<file path="src/rtl/plic_lite_if.sv">
// Bus responder interface shared by the interconnect and plic_lite.
// ttype: 1 = WRITE, 0 = READ; tsize: 0 = byte, 1 = half, 2 = word.
interface slave_bus_if;
  logic        ss;
  logic        bstart;
  logic        ttype;
  logic [1:0]  tsize;
  logic [31:0] addr;
  logic [31:0] wdata;
  logic [31:0] rdata;
  logic        bdone;

  modport slave (
    input  ss, bstart, ttype, tsize, addr, wdata,
    output rdata, bdone
  );

  modport master (
    output ss, bstart, ttype, tsize, addr, wdata,
    input  rdata, bdone
  );
endinterface

</file>
<file path="src/rtl/plic_lite.sv">
// Lightweight interrupt controller: priority/enable/threshold, claim/complete, one-cycle bus responder.
// Define PLIC_EDGE_EN for an edge-triggered gateway; the default build uses a level gateway.
module plic_lite #(
  parameter int N_SRC = 8
) (
  input  logic             clk,
  input  logic             rst,
  slave_bus_if.slave       bus,
  input  logic [N_SRC-1:0] irq_src,
  output logic             irq_ext
);

  localparam logic [1:0] TSIZE_WORD = 2'b10;

  typedef enum logic {IDLE, RESP} state_t;
  state_t state_q, state_d;

  logic [8:0]     addr_q;
  logic           wr_q;
  logic           word_q;
  logic [31:0]    wdata_q;
  logic [2:0]     prio_q [1:N_SRC];
  logic [N_SRC:1] enable_q, pending_q, inservice_q;
  logic [N_SRC:1] pending_d, inservice_d, src, set_req;
  logic [2:0]     threshold_q;
  logic [4:0]     best_id;
  logic [2:0]     best_prio;
  logic [4:0]     idx;
  logic [31:0]    read_val;
  logic           prio_sel, wr_go, claim_go, complete_go;
  logic           unused_addr;

  assign src         = irq_src;
  assign idx         = addr_q[6:2];
  assign prio_sel    = (addr_q[8:7] == 2'b00) && (addr_q[1:0] == 2'b00);
  assign unused_addr = ^bus.addr[31:9];

  always_comb begin
    state_d = state_q;
    case (state_q)
      IDLE:    if (bus.ss && bus.bstart) state_d = RESP;
      RESP:    state_d = IDLE;
      default: state_d = IDLE;
    endcase
  end

  always_ff @(posedge clk) begin
    if (rst) state_q <= IDLE;
    else     state_q <= state_d;
  end

  always_ff @(posedge clk) begin
    if (state_q == IDLE && bus.ss && bus.bstart) begin
      addr_q  <= bus.addr[8:0];
      wr_q    <= bus.ttype;
      word_q  <= (bus.tsize == TSIZE_WORD);
      wdata_q <= bus.wdata;
    end
  end

  // Strict '>' against a running maximum seeded with threshold: ties keep the lowest ID.
  always_comb begin
    best_id   = '0;
    best_prio = threshold_q;
    for (int i = 1; i <= N_SRC; i++) begin
      if (pending_q[i] && enable_q[i] && prio_q[i] > best_prio) begin
        best_id   = 5'(i);
        best_prio = prio_q[i];
      end
    end
  end

  always_comb begin
    read_val = '0;
    case (addr_q)
      9'h080:  read_val[N_SRC:1] = pending_q;
      9'h100:  read_val[N_SRC:1] = enable_q;
      9'h180:  read_val[2:0]     = threshold_q;
      9'h184:  read_val[4:0]     = best_id;
      default: begin
        for (int i = 1; i <= N_SRC; i++)
          if (prio_sel && idx == 5'(i)) read_val[2:0] = prio_q[i];
      end
    endcase
  end

  // Gating with rst keeps an aborted transaction from ever showing bdone.
  assign bus.bdone = (state_q == RESP) && !rst;
  assign bus.rdata = bus.bdone ? read_val : '0;

  assign wr_go       = (state_q == RESP) && wr_q && word_q;
  assign claim_go    = (state_q == RESP) && !wr_q && (addr_q == 9'h184) && (best_id != '0);
  assign complete_go = wr_go && (addr_q == 9'h184) &&
                       (wdata_q >= 32'd1) && (wdata_q <= 32'(N_SRC));

`ifdef PLIC_EDGE_EN
  logic [N_SRC:1] src_prev_q, latch_q, rise;

  assign rise    = src & ~src_prev_q;
  assign set_req = (rise | latch_q) & ~inservice_q;

  // Edges seen while in service wait here until complete releases them.
  always_ff @(posedge clk) begin
    if (rst) begin
      src_prev_q <= '0;
      latch_q    <= '0;
    end else begin
      src_prev_q <= src;
      latch_q    <= (latch_q | rise) & inservice_q;
    end
  end
`else
  assign set_req = src & ~inservice_q;
`endif

  always_comb begin
    pending_d   = pending_q | set_req;
    inservice_d = inservice_q;
    for (int i = 1; i <= N_SRC; i++) begin
      if (claim_go && best_id == 5'(i)) begin
        pending_d[i]   = 1'b0;
        inservice_d[i] = 1'b1;
      end
      if (complete_go && wdata_q[4:0] == 5'(i)) inservice_d[i] = 1'b0;
    end
  end

  always_ff @(posedge clk) begin
    if (rst) begin
      enable_q    <= '0;
      threshold_q <= '0;
      pending_q   <= '0;
      inservice_q <= '0;
      irq_ext     <= 1'b0;
      for (int i = 1; i <= N_SRC; i++) prio_q[i] <= '0;
    end else begin
      pending_q   <= pending_d;
      inservice_q <= inservice_d;
      irq_ext     <= (best_id != '0);
      if (wr_go) begin
        case (addr_q)
          9'h100:  enable_q    <= wdata_q[N_SRC:1];
          9'h180:  threshold_q <= wdata_q[2:0];
          default: begin
            for (int i = 1; i <= N_SRC; i++)
              if (prio_sel && idx == 5'(i)) prio_q[i] <= wdata_q[2:0];
          end
        endcase
      end
    end
  end

endmodule

</file>
<file path="src/flat_wrapper.sv">
// flat-port wrapper written by rule: the top's interface ports become plain ports
module plic_lite_flat 
#(
  parameter int N_SRC = 8
)
  (clk, rst, irq_src, irq_ext, bus_ss, bus_bstart, bus_ttype, bus_tsize, bus_addr, bus_wdata, bus_rdata, bus_bdone);
  slave_bus_if bus_i ();
  input  logic clk;
  input  logic rst;
  input  logic [N_SRC-1:0] irq_src;
  output logic irq_ext;
  input wire logic [$bits(bus_i.ss)-1:0] bus_ss;
  input wire logic [$bits(bus_i.bstart)-1:0] bus_bstart;
  input wire logic [$bits(bus_i.ttype)-1:0] bus_ttype;
  input wire logic [$bits(bus_i.tsize)-1:0] bus_tsize;
  input wire logic [$bits(bus_i.addr)-1:0] bus_addr;
  input wire logic [$bits(bus_i.wdata)-1:0] bus_wdata;
  output wire logic [$bits(bus_i.rdata)-1:0] bus_rdata;
  output wire logic [$bits(bus_i.bdone)-1:0] bus_bdone;
  assign bus_i.ss = bus_ss;
  assign bus_i.bstart = bus_bstart;
  assign bus_i.ttype = bus_ttype;
  assign bus_i.tsize = bus_tsize;
  assign bus_i.addr = bus_addr;
  assign bus_i.wdata = bus_wdata;
  assign bus_rdata = bus_i.rdata;
  assign bus_bdone = bus_i.bdone;
  plic_lite #(.N_SRC(N_SRC)) u_core (.clk(clk), .rst(rst), .bus(bus_i), .irq_src(irq_src), .irq_ext(irq_ext));
endmodule
</file>
<file path="config.mk">
export PLATFORM = sky130hd
export DESIGN_NAME = plic_lite_flat
export DESIGN_NICKNAME = d
export VERILOG_FILES = /design/src/rtl/plic_lite_if.sv /design/src/rtl/plic_lite.sv /design/src/flat_wrapper.sv
export SDC_FILE = /design/constraint.sdc
export NUM_CORES = 1
export LEC_CHECK = 0
export BUFFER_PORTS_ARGS = -buffer_cell sky130_fd_sc_hd__clkbuf_2
export CAP_MARGIN = 20
export CORE_AREA = 2 2 98 100
export CTS_CLUSTER_SIZE = 20
export DETAILED_ROUTE_END_ITERATION = 10
export DIE_AREA = 0 0 100 102
export GPL_ROUTABILITY_DRIVEN = 0
export PLACE_DENSITY = 0.84
export SKIP_CTS_REPAIR_TIMING = 1
export SLEW_MARGIN = 15
export SYNTH_ARGS = -nofsm -noshare
export SYNTH_HDL_FRONTEND = slang
export SYNTH_SLANG_ARGS = --single-unit
</file>
<file path="constraint.sdc">
create_clock -name clk -period 33.4 [get_ports clk]
set_clock_uncertainty 0.1 [all_clocks]
set_input_delay 1.67 -clock clk [delete_from_list [all_inputs] [get_ports clk]]
set_output_delay 1.67 -clock clk [all_outputs]
set_load 0.02 [all_outputs]
</file>
==> impl_metrics.env, run 1 <==
export IMPL_die_area_um2=10200
export IMPL_clock_path_buffers=2
export IMPL_wire_per_inst_um=16.82
export IMPL_finalSetupTns_ps=0
export IMPL_core_area_um2=9109
export IMPL_nFillCells=727
export IMPL_drcViolationCount=0
export IMPL_pin_count=113
export IMPL_synth_seq_cells=96
export IMPL_fin_nets=672
export IMPL_numCtsBuffers=9
export IMPL_cpMostUsedCell="ha_1"
export IMPL_num_rows=35
export IMPL_via_per_inst=6.108
export IMPL_synth_main_ff_cell="edfxtp_1"
export IMPL_grt_overflow=0
export IMPL_worstMarginPinSlew_ps=801.7
export IMPL_diodes=0
export IMPL_cp_end_kind="output port"
export IMPL_initial_utilization=0.5738
export IMPL_min_period_over_period=0.4252
export IMPL_worst_ep_arrival_time_ps=12430
export IMPL_syn2layout_area_growth_pct=11.64
export IMPL_die_h_um=102
export IMPL_cts_tree="built"
export IMPL_dp_hpwl_um=8847
export IMPL_cellPowerDensity_nw_per_um2=42.58
export IMPL_crit_required_ps=31630
export IMPL_grt_max_degree=44
export IMPL_synth_edf_count=67
export IMPL_leakage_nw=2.256
export IMPL_clock_latency_ps=360
export IMPL_antenna_left=0
export IMPL_synth_area_top_cells="edfxtp_1, dfxtp_1, nand2_1"
export IMPL_final_min_clock_period_ps=14200
export IMPL_netlist_area_um2=5226
export IMPL_path_clk_slew_ps=90
export IMPL_drv_slew=0
export IMPL_grt_pass1_wl_um=18920
export IMPL_async_reset_ff_frac=0
export IMPL_ys_types=66
export IMPL_antenna_found_initial=0
export IMPL_vdd_drop_max_mv=0.03566
export IMPL_portBuffers=66
export IMPL_setup_violations=0
export IMPL_final_layout_size_suffix_gt1_frac=0.2055
export IMPL_clock_sinks=96
export IMPL_start_kind="flop"
export IMPL_slowest_delay_ps=580
export IMPL_critical_path_class="reg2out"
export IMPL_synth_warnings=0
export IMPL_grtUsageTotal=0.2380
export IMPL_drtPass1Iterations=6
export IMPL_syn_area_per_cell_um2=10.05
export IMPL_outcome="completed"
export IMPL_seqCellArea_um2=2592
export IMPL_max_freq_ghz=0.07042
export IMPL_yosysTopAreaCell="edfxtp_1"
export IMPL_drt_iter0_drc=399
export IMPL_p_total_uw=248.4
export IMPL_crit_fanout=12
export IMPL_ys_seq_area_frac=0.4960
export IMPL_worstHoldPathType="reg2reg"
export IMPL_hold_viol_final=0
export IMPL_dieWidth_um=100
export IMPL_grt_pass1_vias=3976
export IMPL_netlist_area_leader_share=0.3850
export IMPL_rsz0062_at_grt="false"
export IMPL_multi_input_area_um2=2379
export IMPL_h_tree_depth=3
export IMPL_slew_headroom=0.4655
export IMPL_synth_cells=520
export IMPL_cts_root_buf="clkbuf_8"
export IMPL_wirelength_um=11690
export IMPL_drv_cap=0
export IMPL_crit_slowest_cell="a31oi_1"
export IMPL_vias=4245
==> path summary, 6_finish.rpt <==
path         slack [ps]             startpoint  cells after the start               endpoint
min                 370  u_core.inservice_q[3]                      1  u_core.inservice_q[3]
min reg2reg         370  u_core.inservice_q[3]                      1  u_core.inservice_q[3]
max reg2reg       20830  u_core.threshold_q[2]                     52    u_core.pending_q[2]
max               19200  u_core.threshold_q[2]                     53           bus_rdata[0]
==> kinds of logic (layout without fill, tap and decap cells) <==
group | Yosys count | in the layout | synth area share
simple gates | 215 | 215 | 0.2128
compound gates | 111 | 111 | 0.1539
flops | 96 | 96 | 0.4961
buf+inv | 66 | 108 | 0.06607
fa+ha+maj | 16 | 16 | 0.03735
mux | 14 | 14 | 0.03136
other cells | 1 | 23 | 0.0007175
xor+xnor | 1 | 1 | 0.001676
==> final cells by class <==
type / instances / area share
Clock buffer: 10 / 0.02187
Clock inverter: 6 / 0.02359
Inverter: 23 / 0.01480
Multi-Input combinational cell: 380 / 0.4077
Sequential cell: 96 / 0.4443
Tap cell: 111 / 0.02380
Timing Repair Buffer: 69 / 0.06391
==> cells in the mapped netlist (2+ instances only) <==
| cell | number |
|---|---|
| o211ai_1 | 3 |
| o21ai_0 | 18 |
| nand2_1 | 50 |
| clkbuf_1 | 18 |
| o211a_1 | 2 |
| and4_1 | 2 |
| nand3_1 | 20 |
| ha_1 | 14 |
| edfxtp_1 | 67 |
| mux2i_1 | 4 |
| o31ai_2 | 2 |
| nor2b_1 | 5 |
| a21oi_1 | 28 |
| a211oi_2 | 2 |
| nand4_1 | 6 |
| a41o_1 | 2 |
| or3_1 | 5 |
| a31oi_1 | 8 |
| inv_1 | 23 |
| nor2_1 | 45 |
| mux2_2 | 9 |
| and3_1 | 3 |
| nand2b_1 | 5 |
| a21oi_2 | 2 |
| maj3_1 | 2 |
| nor3_1 | 20 |
| nor4_1 | 11 |
| o21a_1 | 6 |
| a22oi_1 | 11 |
| nor2_2 | 2 |
| a221oi_1 | 2 |
| or2_2 | 2 |
| buf_4 | 24 |
| dfxtp_1 | 29 |
| o21bai_1 | 8 |
| nor3b_1 | 3 |
| and2_1 | 26 |
| o31ai_1 | 2 |
| a211oi_1 | 2 |
==> flip-flops by register name, summed over array words and instances (netlist names) <==
name                cells
u_core.wr_q             1
u_core.wdata_q         32
u_core.prio_q          24
u_core.enable_q         8
u_core.state_q          1
u_core.addr_q           9
u_core.inservice_q      8
u_core.threshold_q      3
u_core.word_q           1
u_core.irq_ext          1
u_core.pending_q        8
==> layer usage <==
metal | track usage | wire (µm) | vias up
met5 | 0 | 0 | -
met1 | 0.2919 | 4498 | 1983
met3 | 0.04446 | 987 | 45
met4 | 0.1117 | 467 | 0
met2 | 0.4106 | 5739 | 233
li1 | - | - | 1984
==> cell usage in the layout (no fill, tap or decap), drive strengths merged, types with 8 or more instances in the layout <==
cell type   n
clkbuf     76
edfxtp     67
nand2      50
nor2       47
a21oi      30
dfxtp      29
and2       27
inv        25
conb       23
nor3       21
nand3      20
o21ai      18
ha         14
nor4       12
a22oi      11
mux2        9
a31oi       8
o21bai      8
==> per-stage QoR <==
step           hold slack (ps)  setup WS (ps)  cell area (µm²)  instances  utilization
6_report                 370.1          19200             5834        695       0.6405
5_1_grt                  387.9          18410             5834        695       0.6405
4_1_cts                  373.7          19260             5807        694       0.6375
3_5_place_dp             355.8          19720             5542        678       0.6084
3_3_place_gp             348.6          19960             5542        678       0.6084
2_1_floorplan            340.5          21290             5309        542            -
==> power breakdown <==
group / leakage (nW) / internal [mW] / switching, mW
combinational: 1.24 / 0.00557 / 0.00842
clock: 0.131 / 0.0579 / 0.0406
sequential: 0.882 / 0.132 / 0.00435
total: 2.26 / 0.195 / 0.0534
==> critical path: cells and delay by family (launching register included) <==
kind | cells | cell delay (ps)
mux | 5 | 1950
buf+inv | 2 | 340
simple gates | 21 | 3300
flops | 1 | 400
compound gates | 16 | 3400
fa+ha+maj | 9 | 2680
Power figures use the tool's default switching activity.
==> run 2, diff against run 1 <==
--- a/config.mk
+++ b/config.mk
@@ -7,12 +7,12 @@
 export LEC_CHECK = 0
 export BUFFER_PORTS_ARGS = -buffer_cell sky130_fd_sc_hd__clkbuf_2
 export CAP_MARGIN = 20
-export CORE_AREA = 2 2 98 100
+export CORE_AREA = 2 2 106 108
 export CTS_CLUSTER_SIZE = 20
 export DETAILED_ROUTE_END_ITERATION = 10
-export DIE_AREA = 0 0 100 102
+export DIE_AREA = 0 0 108 110
 export GPL_ROUTABILITY_DRIVEN = 0
-export PLACE_DENSITY = 0.84
+export PLACE_DENSITY = 0.77
 export SKIP_CTS_REPAIR_TIMING = 1
 export SLEW_MARGIN = 15
 export SYNTH_ARGS = -nofsm -noshare
==> constraint.sdc (replaced) <==
create_clock -name clk -period 12.8 [get_ports clk]
set_clock_uncertainty 0.1 [all_clocks]
set_input_delay 0.64 -clock clk [delete_from_list [all_inputs] [get_ports clk]]
set_output_delay 0.64 -clock clk [all_outputs]
set_load 0.02 [all_outputs]
==> run 2 against run 1 <==
Effect of this change: power is 130% higher; routed wire length grew 1.7%; critical path depth decreased by 2; global-route usage decreased by 2.7 points; non-clock buffer count rose by 4; register-to-register slack worse by 20000 ps; clock power grew 76%; hold slack lost 19 ps; sequential share of layout area is 0.20 points higher; largest power group unchanged; highest routed layer unchanged; core utilization is 9.8 points lower; combinational power increased to 2.7 times the previous value; cell count grew 4.7%.
==> impl_metrics.env, run 2 (synthesized netlist as in run 1, its figures left out) <==
export IMPL_setup_ws_ps=606.8
export IMPL_grtUsageMet1=0.2566
export IMPL_numCtsBuffers=9
export IMPL_netSwitchingPower_uw=136.0
export IMPL_pin_count=113
export IMPL_worst_ep_arrival_time_ps=11450
export IMPL_crit_slowest_cell="edfxtp_1"
export IMPL_path_clk_slew_ps=90
export IMPL_syn2layout_area_growth_pct=11.13
export IMPL_outcome="completed"
export IMPL_final_min_clock_period_ps=12190
export IMPL_dp_hpwl_um=8998
export IMPL_setup_violations=0
export IMPL_utilization=0.5429
export IMPL_start_kind="flop"
export IMPL_slowest_delay_ps=440
export IMPL_grt_overflow=0
export IMPL_stdcell_area_um2=5808
export IMPL_clock_power_share=0.306
export IMPL_cellPowerDensity_nw_per_um2=97.29
export IMPL_die_area_um2=11880
export IMPL_fin_nets=676
export IMPL_grtUsageTotal=0.2114
export IMPL_final_layout_size_suffix_gt1_frac=0.2109
export IMPL_share_comb_of_total_power=0.066
export IMPL_core_area_um2=10700
export IMPL_largest_reg_flops=32
export IMPL_cts_tree="built"
export IMPL_critical_path_class="reg2out"
export IMPL_vdd_drop_max_mv=0.08464
export IMPL_wirelength_um=11890
export IMPL_globalRouteMet2Util=0.3630
export IMPL_p_total_uw=565.1
export IMPL_pwr_share_seq=0.628
export IMPL_leakage_nw=2.227
export IMPL_dieWidth_um=108
export IMPL_final_common_cell="edfxtp_1"
export IMPL_cts_root_buf="clkbuf_8"
export IMPL_drtPass1Iterations=5
export IMPL_portBuffers=66
export IMPL_crit_required_ps=12060
export IMPL_antenna_found_initial=0
export IMPL_grt_pass1_vias=3999
export IMPL_grt_util_met3=0.02881
export IMPL_grt_pass1_wl_um=19220
export IMPL_h_tree_depth=3
export IMPL_die_h_um=110
export IMPL_wire_per_inst_um=16.33
export IMPL_vias=4137
export IMPL_clock_latency_ps=360
export IMPL_max_freq_ghz=0.08201
export IMPL_dpl_cell_area_um2=5585
export IMPL_via_per_inst=5.683
export IMPL_cpMostUsedCell="ha_1"
export IMPL_reg_top3="u_core.wdata_q: 32 flops, u_core.prio_q: 24 flops, u_core.addr_q: 9 flops"
export IMPL_slew_headroom=0.4660
export IMPL_layout_common_cells="edfxtp_1, clkbuf_2, nand2_1"
export IMPL_drcViolationCount=0
export IMPL_grt_max_degree=44
export IMPL_nFillCells=940
export IMPL_drt_iter0_drc=408
export IMPL_internal_power_uw=429.1
export IMPL_largest_register="u_core.wdata_q"
export IMPL_antenna_left=0
export IMPL_diodes=0
export IMPL_p_sw_frac=0.2406
export IMPL_drv_cap=0
export IMPL_clock_sinks=96
export IMPL_min_period_over_period=0.9526
export IMPL_crit_fanout=9
export IMPL_initial_utilization=0.4885
export IMPL_num_rows=38
export IMPL_place_ws_ps=364.7
export IMPL_worstMarginPinSlew_ps=801.0
export IMPL_drv_slew=0
export IMPL_cp_end_kind="output port"
export IMPL_worstHoldPathType="in2reg"
export IMPL_busiest_layer="met2"
export IMPL_hold_viol_final=0
export IMPL_clock_path_buffers=2
## run 2: layout make-up
class	instances	area, µm²	area share
repair buffers	73	402.9	0.06937
multi-input cells	380	2389	0.4112
inverters	23	86.33	0.01486
well taps	140	175.2	0.03016
flip-flops and latches	96	2592	0.4464
clock buffers	11	131.4	0.02262
clock inverters	5	31.28	0.005386
## run 2: layer usage
| layer | routed length (µm) | part of all wire |
|---|---|---|
| met5 | 0 | 0 |
| met4 | 475 | 0.040 |
| met3 | 647 | 0.054 |
| met2 | 5891 | 0.50 |
| met1 | 4874 | 0.41 |
## run 2: power groups by stage
stage                     Combinational, mW  Sequential, mW  Clock [mW]
after floorplan                      0.0308           0.356           0
after global placement               0.0344           0.361           0
after detailed placement             0.0356           0.362           0
after CTS                            0.0358           0.355       0.175
after global routing                 0.0418           0.356       0.187
final                                0.0374           0.355       0.173
## run 2: final timing paths
kind                                       startpoint                    end  slack [ps]  cells past startpoint
worst min-delay path                    bus_wdata[19]     u_core.wdata_q[19]         350                      1
worst max register to register    u_core.prio_q[0][4]    u_core.pending_q[3]        1290                     51
worst max-delay path              u_core.prio_q[0][4]           bus_rdata[2]         610                     51
worst min register to register  u_core.inservice_q[4]  u_core.inservice_q[4]         370                      1
## run 2: worst max-delay path: cells and delay by family, from the launching register on
kind,cells,cell delay [ps]
AND/OR/NAND/NOR,20,2750
AO/OA/AOI/OAI,16,3130
adder cells (fa/ha/maj),9,2760
multiplexers,5,1790
buffers and inverters,1,200
flip-flops,1,440
## run 2: per-stage QoR
stage | TNS (ps) | cells | hold slack, ps
finish | 0 | 728 | 351.2
detailed placement | 0 | 708 | 352.7
CTS | -135.5 | 724 | 338.5
global route | -3.731 | 728 | 339.6
global placement | 0 | 708 | 347.8
floorplan | 0 | 542 | 340.5
==> run 3, diff against run 2 <==
==> constraint.sdc (replaced) <==
create_clock -name clk -period 12.8 [get_ports clk]
set_clock_uncertainty 0.1 [all_clocks]
set_input_delay 0 -clock clk [delete_from_list [all_inputs] [get_ports clk]]
set_output_delay 0 -clock clk [all_outputs]
set_load 0.02 [all_outputs]
==> run 3 against run 2 <==
Effect of this change: register-to-register slack worse by 460 ps; largest cell class unchanged; largest power group unchanged; combinational power up 39%; critical endpoint unchanged; clock-buffer cell count grew 2; power up 6.9%.
==> impl_metrics.env, run 3 (synthesized netlist as in run 1, its figures left out) <==
export IMPL_drv_slew=0
export IMPL_min_period_over_period=0.9361
export IMPL_clock_sinks=96
export IMPL_finalSetupTns_ps=0
export IMPL_grt_pass1_vias=4109
export IMPL_setup_ws_ps=818.4
export IMPL_portBuffers=66
export IMPL_grt_pass1_wl_um=19540
export IMPL_initial_utilization=0.4885
export IMPL_worstMarginPinSlew_ps=825.4
export IMPL_numCtsBuffers=9
export IMPL_grtUsageTotal=0.2154
export IMPL_reg_top3="u_core.wdata_q: 32 flops, u_core.prio_q: 24 flops, u_core.addr_q: 9 flops"
export IMPL_core_area_um2=10700
export IMPL_largest_register="u_core.wdata_q"
export IMPL_stdcell_area_um2=6362
export IMPL_critical_path_class="reg2out"
export IMPL_seqCellArea_um2=2592
export IMPL_die_area_um2=11880
export IMPL_max_freq_ghz=0.08346
export IMPL_final_layout_size_suffix_gt1_frac=0.1897
export IMPL_dpl_cell_area_um2=5578
export IMPL_syn2layout_area_growth_pct=21.74
export IMPL_wire_per_inst_um=17.40
export IMPL_place_ws_ps=322.0
export IMPL_pin_count=113
export IMPL_vias=4447
export IMPL_clock_path_buffers=2
export IMPL_antenna_found_initial=0
export IMPL_multi_input_area_um2=2402
export IMPL_worstHoldPathType="in2reg"
export IMPL_crit_fanout=12
export IMPL_drcViolationCount=0
export IMPL_slew_headroom=0.4497
export IMPL_grt_max_degree=44
export IMPL_setup_violations=0
export IMPL_drt_iter0_drc=433
export IMPL_drtPass1Iterations=5
export IMPL_cpMostUsedCell="ha_1"
export IMPL_layout_common_cells="edfxtp_1, clkbuf_2, dlygate4sd3_1"
export IMPL_num_rows=38
export IMPL_dieWidth_um=108
export IMPL_nFillCells=879
export IMPL_path_clk_slew_ps=90
export IMPL_cts_root_buf="clkbuf_8"
export IMPL_leakage_nw=2.452
export IMPL_crit_slowest_cell="mux2_2"
export IMPL_antenna_left=0
export IMPL_start_kind="flop"
export IMPL_worst_ep_arrival_time_ps=11880
export IMPL_wirelength_um=13540
export IMPL_via_per_inst=5.716
export IMPL_cp_end_kind="output port"
export IMPL_final_common_cell="edfxtp_1"
export IMPL_final_min_clock_period_ps=11980
export IMPL_hold_slack_ps=59.92
export IMPL_fin_nets=726
export IMPL_cts_tree="built"
export IMPL_die_h_um=110
export IMPL_vdd_drop_max_mv=0.09142
export IMPL_hold_viol_final=0
export IMPL_dp_hpwl_um=9098
export IMPL_diodes=0
export IMPL_outcome="completed"
export IMPL_p_total_uw=603.9
export IMPL_drv_cap=0
export IMPL_slowest_delay_ps=400
export IMPL_h_tree_depth=3
export IMPL_grt_overflow=0
export IMPL_clock_latency_ps=370
export IMPL_rsz0062_at_grt="false"
export IMPL_cellPowerDensity_nw_per_um2=94.91
export IMPL_largest_reg_flops=32
export IMPL_crit_required_ps=12700
## run 3: changes by cell type in the layout (fill, tap and decap cells not counted), sizes merged
cell	delta
clkinvlp	-1
clkbuf	+2
dlygate4sd3	+54
clkinv	-1
buf	-4
## run 3: critical path: cells and delay by family, from the launching register on
family / cells / cell delay (ps)
AOI/OAI and AO/OA: 16 / 3170
and+or+nand+nor: 20 / 3020
adders and majority gates: 9 / 2760
muxes: 5 / 1890
DFF: 1 / 380
buffers and inverters: 2 / 290
## run 3: stage by stage
stage	instances	utilization
after floorplan	542	-
after global placement	707	0.5214
after detailed placement	707	0.5214
after CTS	723	0.5394
after global routing	778	0.5947
final	778	0.5947
## run 3: metal layers
layer	vias up	routed length, µm	track usage
li1	2093	-	-
met1	2110	5354	0.2569
met2	201	6813	0.3639
met3	43	774	0.03175
met4	0	597	0.1429
met5	-	0	0
## run 3: where the power goes
part	switching (mW)	internal, mW
logic	0.0264	0.0256
clock network	0.108	0.0892
registers	0.0116	0.343
## run 3: path summary, 6_finish.rpt
kind                         start                    end  slack, ps  cells past startpoint
min reg2reg  u_core.inservice_q[4]  u_core.inservice_q[4]        370                      1
max          u_core.threshold_q[1]           bus_rdata[2]        820                     52
max reg2reg  u_core.threshold_q[1]    u_core.pending_q[2]        830                     51
min                     bus_bstart      u_core.wdata_q[9]         60                      3
## run 3: layout make-up
type                       instances  area share
multi-input combinational        380      0.3776
clock inverter                     3    0.003540
sequential                        96      0.4075
tap                              140     0.02753
inverter                          23     0.01357
timing repair buffer             123      0.1436
clock buffer                      13     0.02675
